$ cat src/rtl/seq_addsub_pkg.sv
// Shared types and helpers for the sequential adder/subtractor.
// Build option: SEQ_ADDSUB_SAT_EN clamps the result on signed overflow.
package seq_addsub_pkg;

  typedef enum logic [1:0] {
    IDLE,
    BUSY,
    DONE
  } state_t;

  localparam logic OP_ADD = 1'b0;
  localparam logic OP_SUB = 1'b1;

  function automatic bit chunk_fits(int w, int c);
    return (c >= 1) && (c <= w) && ((w % c) == 0);
  endfunction

endpackage

$ cat src/rtl/seq_addsub_chunk.sv
// Combinational CHUNK-bit adder slice, reused once per chunk.
// Reports carry out and carry into its top bit.
module addsub_chunk
  import seq_addsub_pkg::*;
#(
  parameter int CHUNK = 16
) (
  input  logic [CHUNK-1:0] a,
  input  logic [CHUNK-1:0] b,
  input  logic             cin,
  output logic [CHUNK-1:0] s,
  output logic             cout,
  output logic             cmsb
);

  logic [CHUNK:0] t;

  assign t    = {1'b0, a} + {1'b0, b} + {{CHUNK{1'b0}}, cin};
  assign s    = t[CHUNK-1:0];
  assign cout = t[CHUNK];
  // top-bit sum = a ^ b ^ carry_in, so the carry in falls out directly
  assign cmsb = a[CHUNK-1] ^ b[CHUNK-1] ^ s[CHUNK-1];

endmodule

$ cat src/rtl/seq_addsub.sv
// Multi-cycle add/sub, CHUNK bits per cycle, with handshake and flags.
// Build option: SEQ_ADDSUB_SAT_EN saturates sum on signed overflow.
module seq_addsub
  import seq_addsub_pkg::*;
#(
  parameter int WIDTH = 64,
  parameter int CHUNK = 16
) (
  input  logic             clk,
  input  logic             reset,
  input  logic             in_valid,
  output logic             in_ready,
  input  logic [WIDTH-1:0] a,
  input  logic [WIDTH-1:0] b,
  input  logic             sub,
  output logic             out_valid,
  input  logic             out_ready,
  output logic [WIDTH-1:0] sum,
  output logic             c_out,
  output logic             overflow,
  output logic             zero,
  output logic             sign
);

  localparam int NCHUNK = WIDTH / CHUNK;
  localparam int CW = (NCHUNK > 1) ? $clog2(NCHUNK) : 1;
  localparam logic [CW-1:0] LAST = CW'(NCHUNK - 1);

  if (!chunk_fits(WIDTH, CHUNK)) begin : g_bad_cfg
    $error("seq_addsub: WIDTH must be a multiple of CHUNK");
  end

  state_t state;
  logic [WIDTH-1:0] a_r;
  logic [WIDTH-1:0] bx_r;
  logic [WIDTH-1:0] sum_nx;
  logic [WIDTH-1:0] sum_fin;
  logic [CW-1:0] cnt;
  logic carry;
  logic [31:0] base;
  logic [CHUNK-1:0] ca;
  logic [CHUNK-1:0] cb;
  logic [CHUNK-1:0] cs;
  logic cco;
  logic ccm;

  assign base = 32'(cnt) * CHUNK;
  assign ca   = a_r[base +: CHUNK];
  assign cb   = bx_r[base +: CHUNK];

  addsub_chunk #(.CHUNK(CHUNK)) u_chunk (
    .a   (ca),
    .b   (cb),
    .cin (carry),
    .s   (cs),
    .cout(cco),
    .cmsb(ccm)
  );

  always_comb begin
    sum_nx = sum;
    sum_nx[base +: CHUNK] = cs;
  end

`ifdef SEQ_ADDSUB_SAT_EN
  always_comb begin
    sum_fin = sum_nx;
    if (ccm ^ cco)
      sum_fin = a_r[WIDTH-1] ? {1'b1, {(WIDTH-1){1'b0}}}
                             : {1'b0, {(WIDTH-1){1'b1}}};
  end
`else
  assign sum_fin = sum_nx;
`endif

  always_ff @(posedge clk) begin
    if (reset) begin
      state     <= IDLE;
      in_ready  <= 1'b1;
      out_valid <= 1'b0;
      sum       <= '0;
      c_out     <= 1'b0;
      overflow  <= 1'b0;
      zero      <= 1'b0;
      sign      <= 1'b0;
      cnt       <= '0;
      carry     <= 1'b0;
      a_r       <= '0;
      bx_r      <= '0;
    end else begin
      unique case (state)
        IDLE: begin
          if (in_valid) begin
            a_r      <= a;
            bx_r     <= (sub == OP_SUB) ? ~b : b;
            carry    <= (sub == OP_SUB);
            cnt      <= '0;
            in_ready <= 1'b0;
            state    <= BUSY;
          end
        end
        BUSY: begin
          carry <= cco;
          if (cnt == LAST) begin
            sum       <= sum_fin;
            c_out     <= cco;
            overflow  <= ccm ^ cco;
            zero      <= (sum_fin == '0);
            sign      <= sum_nx[WIDTH-1];
            out_valid <= 1'b1;
            state     <= DONE;
          end else begin
            sum <= sum_nx;
            cnt <= cnt + 1'b1;
          end
        end
        DONE: begin
          if (out_ready) begin
            out_valid <= 1'b0;
            in_ready  <= 1'b1;
            state     <= IDLE;
          end
        end
        default: state <= IDLE;
      endcase
    end
  end

endmodule

$ cat config.mk
export PLATFORM = sky130hd
export DESIGN_NAME = seq_addsub
export DESIGN_NICKNAME = d
export VERILOG_FILES = /design/src/rtl/seq_addsub_pkg.sv /design/src/rtl/seq_addsub_chunk.sv /design/src/rtl/seq_addsub.sv
export SDC_FILE = /design/constraint.sdc
export NUM_CORES = 1
export LEC_CHECK = 0
export BUFFER_PORTS_ARGS = -buffer_cell sky130_fd_sc_hd__clkbuf_2
export CORE_ASPECT_RATIO = 0.75
export CORE_MARGIN = 3
export CORE_UTILIZATION = 40
export DETAILED_ROUTE_END_ITERATION = 10
export HOLD_SLACK_MARGIN = 0.08
export SETUP_SLACK_MARGIN = 0.15
export SYNTH_ARGS = -nofsm -noshare
export SYNTH_HDL_FRONTEND = slang
export SYNTH_SLANG_ARGS = --single-unit
$ cat constraint.sdc
create_clock -name clk -period 5.5 [get_ports clk]
set_input_delay 0.55 -clock clk [delete_from_list [all_inputs] [get_ports clk]]
set_output_delay 0.55 -clock clk [all_outputs]
set_load 0.02 [all_outputs]
==> out/results.tsv, run 1 <==
metric	value	unit
status	finished clean	
finClkSkew	0.0118	ns
cts-resized-gates	0	
finalSetupViolCount	0	
drc	0	
synth-main-ff-cell	dfxtp_1	
path_class	flip-flop to flip-flop	
grt.total_usage	21.5	%
max_freq	232	MHz
netlist_area	9550	µm²
slowest_delay	0.58	ns
worst_pin_slew	1.17	ns
dp_slack	1.26	ns
multi_input_area	5150	µm²
critical_path_required	5.92	ns
num_vias	8376	
grt_overflow	0	
antenna_found_initial	0	
power.leakage	4.59	nW
syn_avg_cell_area	8.91	µm²
cp.buffers_inverters	1	
ctsRootBufferMaster	clkbuf_16	
antenna_cells	0	
hold_viol_final	0	
hp-class	primary input to flip-flop	
crit_top_cell	fa_1	
hold_depth	3	
powerDensity	328	nW/µm²
die_h	140	µm
die_w	184	µm
grt_pass1_vias	7961	
yosys_warnings	0	
crit_path_end_kind	flip-flop	
cts_tree	done	
io_buffers	202	
num-nets-final	1382	
dieArea	25800	µm²
coreArea	23200	µm²
slowest_stage	mux4_2	
r2r_end	zero$_SDFFE_PP0P_	
synth_nets	1227	
syn2layout_area_growth	20.2	%
vias_per_cell	5.44	
cts_buffers	21	
htreeDepth	1	
synthCells	1071	
timing.final.ws_setup	1.19	ns
critPathLaunchType	flip-flop	
ys_seq_elements	203	
cp_max_fo	28	
ant_nets	0	
grt_start_max_net_pins	114	
wl_per_cell	18.4	µm
path_cells	buf_4 > mux4_2 > fa_1 > fa_1 > a21o_1 > a221oi_2 > o21ai_2 > xor2_2 > a2111o_1 > a2111oi_2 > nand4_1 > o31ai_2	
num_io_pins	203	
min_from	a[19]	
grt_first_pass_wirelength	44400	µm
ir_drop	162	µV
drt_iter0_drc	633	
regToRegSetupSlack	1.19	ns
gp_congestion	0.866	
timing.hold.ws	0.259	ns
fillers	2235	
rows	48	
cp_top_family	compound AO/OA/AOI/OAI gates	
ys_seq_area_share	42.6	%
rsz0062_at_grt	no	
hpwl	20700	µm
holdBufCountCts	0	
worstRegToRegCells	12	
wirelength	28400	µm
final.setup.tns	0	ns
yosysUniqueCellTypes	60	
synth_edf_count	0	
clock-sinks	203	
slew_headroom	21.7	%
postCtsSetupBuffers	0	
reg2reg_from	cnt[0]$_SDFFE_PP0P_	
crit_arrival	4.73	ns
min_period	4.31	ns
async_reset_ff_share	0	%
drv_cap	0	
cts.path.max_buffers	3	
final.period_utilization	78.4	%
hold-path-endpoint	a_r[19]$_SDFFE_PP0P_	
clkTransAtPathRegs	0.07	ns
drt-pass1-iter-count	5	
drive_above_1_share	23.7	%
startpoint	cnt[0]$_SDFFE_PP0P_	
drv_slew	0	
clock_latency	0.51	ns
start_util	41.1	%
ff_latch_area	4070	µm²
-- layout by cell type (no fill, tap or decap), types with 5 or more instances in the layout --
master | netlist | layout
a21o_1 | 5 | 5
xnor2_1 | 70 | 70
nor2_1 | 160 | 159
or3_1 | 6 | 6
nor3_1 | 8 | 8
ha_1 | 21 | 21
nand2_1 | 148 | 148
clkbuf_8 | 0 | 5
mux4_2 | 32 | 32
a22oi_1 | 65 | 65
nor4_1 | 11 | 11
clkbuf_16 | 0 | 21
a31oi_1 | 6 | 6
dfxtp_1 | 203 | 201
a21oi_1 | 86 | 86
o21ai_0 | 16 | 16
clkbuf_2 | 0 | 200
buf_4 | 0 | 8
inv_1 | 12 | 12
a211oi_1 | 66 | 66
-- sequential cells by signal (all words and copies together), names as in the netlist --
register,flops
sign,1
out_valid,1
bx_r,64
state,2
c_out,1
zero,1
carry,1
cnt,2
a_r,64
sum,64
overflow,1
in_ready,1
-- metrics by stage --
stage | utilization [%] | area [µm²] | power [W] | cells
floorplan | - | 9550 | 0.00205 | 1071
global route | 49.4 | 11500 | 0.00393 | 1541
finish | 49.4 | 11500 | 0.00377 | 1541
CTS | 49.4 | 11500 | 0.00379 | 1541
global placement | 46.2 | 10700 | 0.00227 | 1503
detailed placement | 46.2 | 10700 | 0.00228 | 1503
-- kinds of logic (layout without fill, tap and decap cells) --
kind of cell | after synthesis | after routing | synth area share, %
xor gates and xnor gates | 75 | 75 | 6.96
AOI/OAI and AO/OA | 282 | 282 | 20.1
muxes | 33 | 33 | 7.65
buffers and inverters | 90 | 260 | 3.56
adders and majority gates | 23 | 23 | 3.17
and+or+nand+nor | 365 | 365 | 16.0
DFF | 203 | 203 | 42.6
-- where the power goes --
part	total (W)	leakage (nW)	internal (W)	switching, W
Sequential	0.00160	1.66	0.00155	0.0000487
Combinational	0.000657	2.57	0.000252	0.000405
Clock	0.00151	0.356	0.000914	0.000601
Total	0.00377	4.59	0.00272	0.00105
-- cell type report --
cell class	count	area share [%]
clock buffer	28	5.24
clock inverter	10	1.22
inverter	12	0.392
multi-input combinational	778	44.9
sequential	203	35.4
tap	300	3.27
timing repair buffer	210	9.52
-- worst min-delay path: stages --
cell	delay, ns
clkbuf_2	0.08
nand2_1	0.05
a21oi_1	0.05
-- worst max-delay path by stage --
stage	cells after the start	to	slack (ns)
after global routing	12	zero$_SDFFE_PP0P_	1.02
final	12	zero$_SDFFE_PP0P_	1.19
after CTS	12	zero$_SDFFE_PP0P_	1.23
after global placement	12	zero$_SDFFE_PP0P_	1.28
after floorplan	12	zero$_SDFFE_PP0P_	1.37
after detailed placement	12	zero$_SDFFE_PP0P_	1.26
-- cells in the mapped netlist, types with 3 or more instances --
cell type  instances  share of area [%]
a211oi_1          66                5.2
xnor2_1           70                6.4
ha_1              21                2.8
or3_1              6               0.39
nor4bb_1           3               0.31
a2111oi_0          4               0.37
o21bai_1           3               0.24
o2111ai_1          3               0.28
buf_1              7               0.28
a21o_1             5               0.39
and3_1             4               0.26
xor2_1             4               0.37
nor4_1            11               0.72
a22oi_1           65                5.1
dfxtp_1          203                 43
a21oi_1           86                4.5
and2_1             3               0.20
mux4_2            32                7.5
a41oi_1            3               0.28
o21ai_0           16               0.84
nand3_1            4               0.21
nor2_1           160                6.3
nor3_1             8               0.42
a31oi_1            6               0.39
nand2_1          148                5.8
o211ai_1           3               0.24
nand4_1            4               0.26
inv_1             12               0.47
clkbuf_1          69                2.7
-- layer usage --
metal | up-vias | routed length [µm] | global-route usage [%] | part of all wire [%]
li1 | 4143 | - | - | -
met1 | 3938 | 14200 | 33.4 | 50
met2 | 256 | 11700 | 30.5 | 41
met3 | 39 | 2090 | 4.52 | 7.4
met4 | 0 | 488 | 4.53 | 1.7
met5 | - | 0 | 0 | 0
(Power assumes the default switching activity.)
==> run 2, diff against run 1 <==
==> constraint.sdc (replaced) <==
create_clock -name clk -period 3.76 [get_ports clk]
set_input_delay 0.376 -clock clk [delete_from_list [all_inputs] [get_ports clk]]
set_output_delay 0.376 -clock clk [all_outputs]
set_load 0.02 [all_outputs]
==> run 2 against run 1 <==
Effect of this change:
- combinational power is 66% higher
- non-clock buffer count grew 33
- power rose by 46%
- flip-flop and latch count unchanged
- largest cell class unchanged
- count of clock-buffer cells in the layout is 5 higher
- routed wire length increased by 0.78%
==> out/results.tsv, run 2 (synthesis results as in run 1) <==
metric	value	unit
status	finished clean	
worst_pin_slew	1.30	ns
antenna_found_initial	0	
syn2layout_area_growth	23.4	%
max_freq	270	MHz
num_io_pins	203	
ant_nets	0	
htreeDepth	1	
most-common-layout-cells	dfxtp_1, clkbuf_2, nor2_1, nand2_1, a21oi_1	
wl_per_cell	18.2	µm
drt-pass1-iter-count	5	
powerDensity	466	nW/µm²
top_regs	a_r x64, bx_r x64, sum x64	
ctsRootBufferMaster	clkbuf_16	
r2r_end	zero$_SDFFE_PP0P_	
slew_headroom	11.9	%
drt_iter0_drc	582	
place_area	10900	µm²
slowest_stage	mux4_2	
die_w	184	µm
fillers	2270	
startpoint	cnt[0]$_SDFFE_PP0P_	
hold_viol_final	0	
regToRegSetupSlack	0.06	ns
power	0.00549	W
cp.depth	10	
antenna_cells	0	
finalSetupViolCount	0	
hpwl	21000	µm
worstRegToRegCells	10	
cp_max_fo	5	
drv_cap	0	
finClkSkew	0.0189	ns
path_cells	mux4_2 > fa_2 > fa_2 > xor2_1 > a2111oi_1 > nand4_1 > a2111o_1 > a2111oi_4 > nand4_1 > o31ai_2	
io_buffers	202	
dp.cells	1529	
vias_per_cell	5.37	
ff_latch_area	4070	µm²
power.leakage	4.75	nW
path_class	flip-flop to flip-flop	
num_vias	8457	
cp_top_family	compound AO/OA/AOI/OAI gates	
critPathLaunchType	flip-flop	
crit_path_end_kind	flip-flop	
timing.hold.ws	0.0919	ns
grt_first_pass_wirelength	45500	µm
multi_input_area	5240	µm²
rows	48	
hp-class	primary input to flip-flop	
cp.buffers_inverters	0	
final.period_utilization	98.4	%
rsz0062_at_grt	yes	
clock_latency	0.51	ns
wirelength	28600	µm
coreArea	23200	µm²
final_common_cell	dfxtp_1	
cts_buffers	22	
drive_above_1_share	25.5	%
die_h	140	µm
start_util	41.1	%
cts.path.max_buffers	3	
grt_pass1_vias	8125	
ir_drop	287	µV
slowest_delay	0.53	ns
min_period	3.70	ns
critical_path_required	4.19	ns
endpoint	zero$_SDFFE_PP0P_	
drv_slew	0	
grt.total_usage	21.9	%
grt_overflow	0	
crit_arrival	4.13	ns
drc	0	
num-nets-final	1416	
fin_util	50.7	%
dieArea	25800	µm²
clock-sinks	203	
cts_tree	done	
grt_start_max_net_pins	94	
reg2reg_from	cnt[0]$_SDFFE_PP0P_	
stdcell_count	1575	
clkTransAtPathRegs	0.07	ns
gp_congestion	0.899	
final_cell_area	11800	µm²
==> run 2: cell count changes in the layout (fill, tap and decap cells not counted), sizes merged <==
cell / change
dlygate4sd3: +5
clkinv: +2
clkbuf: +5
bufinv: -3
buf: +28
clkinvlp: -3
==> run 2: what timing repair did <==
item | 4_1_cts | 5_1_grt
gates resized for setup | 1 | 15
pin swaps | 2 | 1
setup buffers | 0 | 2
hold buffers | 5 | 0
setup endpoints to repair | 1 | 21
endpoints found under the hold margin | 5 | 0
==> run 2: metrics by stage <==
| stage | setup slack (ns) | TNS, ns |
|---|---|---|
| 2_1_floorplan | 0.102 | 0 |
| 3_3_place_gp | 0.116 | 0 |
| 3_5_place_dp | 0.0722 | 0 |
| 4_1_cts | 0.0658 | 0 |
| 5_1_grt | -0.132 | -0.132 |
| 6_report | 0.0598 | 0 |
==> run 2: layout make-up <==
cell class	instances	share of cell area (%)
Timing Repair Buffer	243	11.7
Multi-Input combinational cell	778	44.4
Tap cell	300	3.19
Sequential cell	203	34.5
Clock buffer	33	5.46
Clock inverter	6	0.287
Inverter	12	0.382
==> run 2: worst min-delay path by stage <==
stage	from	endpoint	depth (start not counted)
4_1_cts	a[14]	a_r[14]$_SDFFE_PP0P_	3
6_report	a[26]	a_r[26]$_SDFFE_PP0P_	3
2_1_floorplan	a_r[32]$_SDFFE_PP0P_	a_r[32]$_SDFFE_PP0P_	2
3_3_place_gp	a_r[59]$_SDFFE_PP0P_	a_r[59]$_SDFFE_PP0P_	2
3_5_place_dp	a_r[58]$_SDFFE_PP0P_	a_r[58]$_SDFFE_PP0P_	2
5_1_grt	a[6]	a_r[6]$_SDFFE_PP0P_	3
==> run 2: worst min-delay path, cell delays in order <==
cell and delay (ns):
clkbuf_2 0.08, nand2_1 0.05, a21oi_1 0.05
==> run 2: layer usage <==
layer	part of all wire, %	vias up	GRT usage (%)
met4	1.8	0	3.94
met1	50	3959	33.5
met2	42	244	31.8
li1	-	4212	-
met5	0	-	0
met3	6.6	42	4.76
==> run 2: report_power, final <==
| group | switching (W) | leakage [nW] | total (W) | internal (W) |
|---|---|---|---|---|
| logic | 0.000634 | 2.75 | 0.00109 | 0.000453 |
| registers | 0.0000734 | 1.66 | 0.00234 | 0.00227 |
| clock network | 0.000881 | 0.337 | 0.00206 | 0.00118 |
| total | 0.00159 | 4.75 | 0.00549 | 0.00390 |
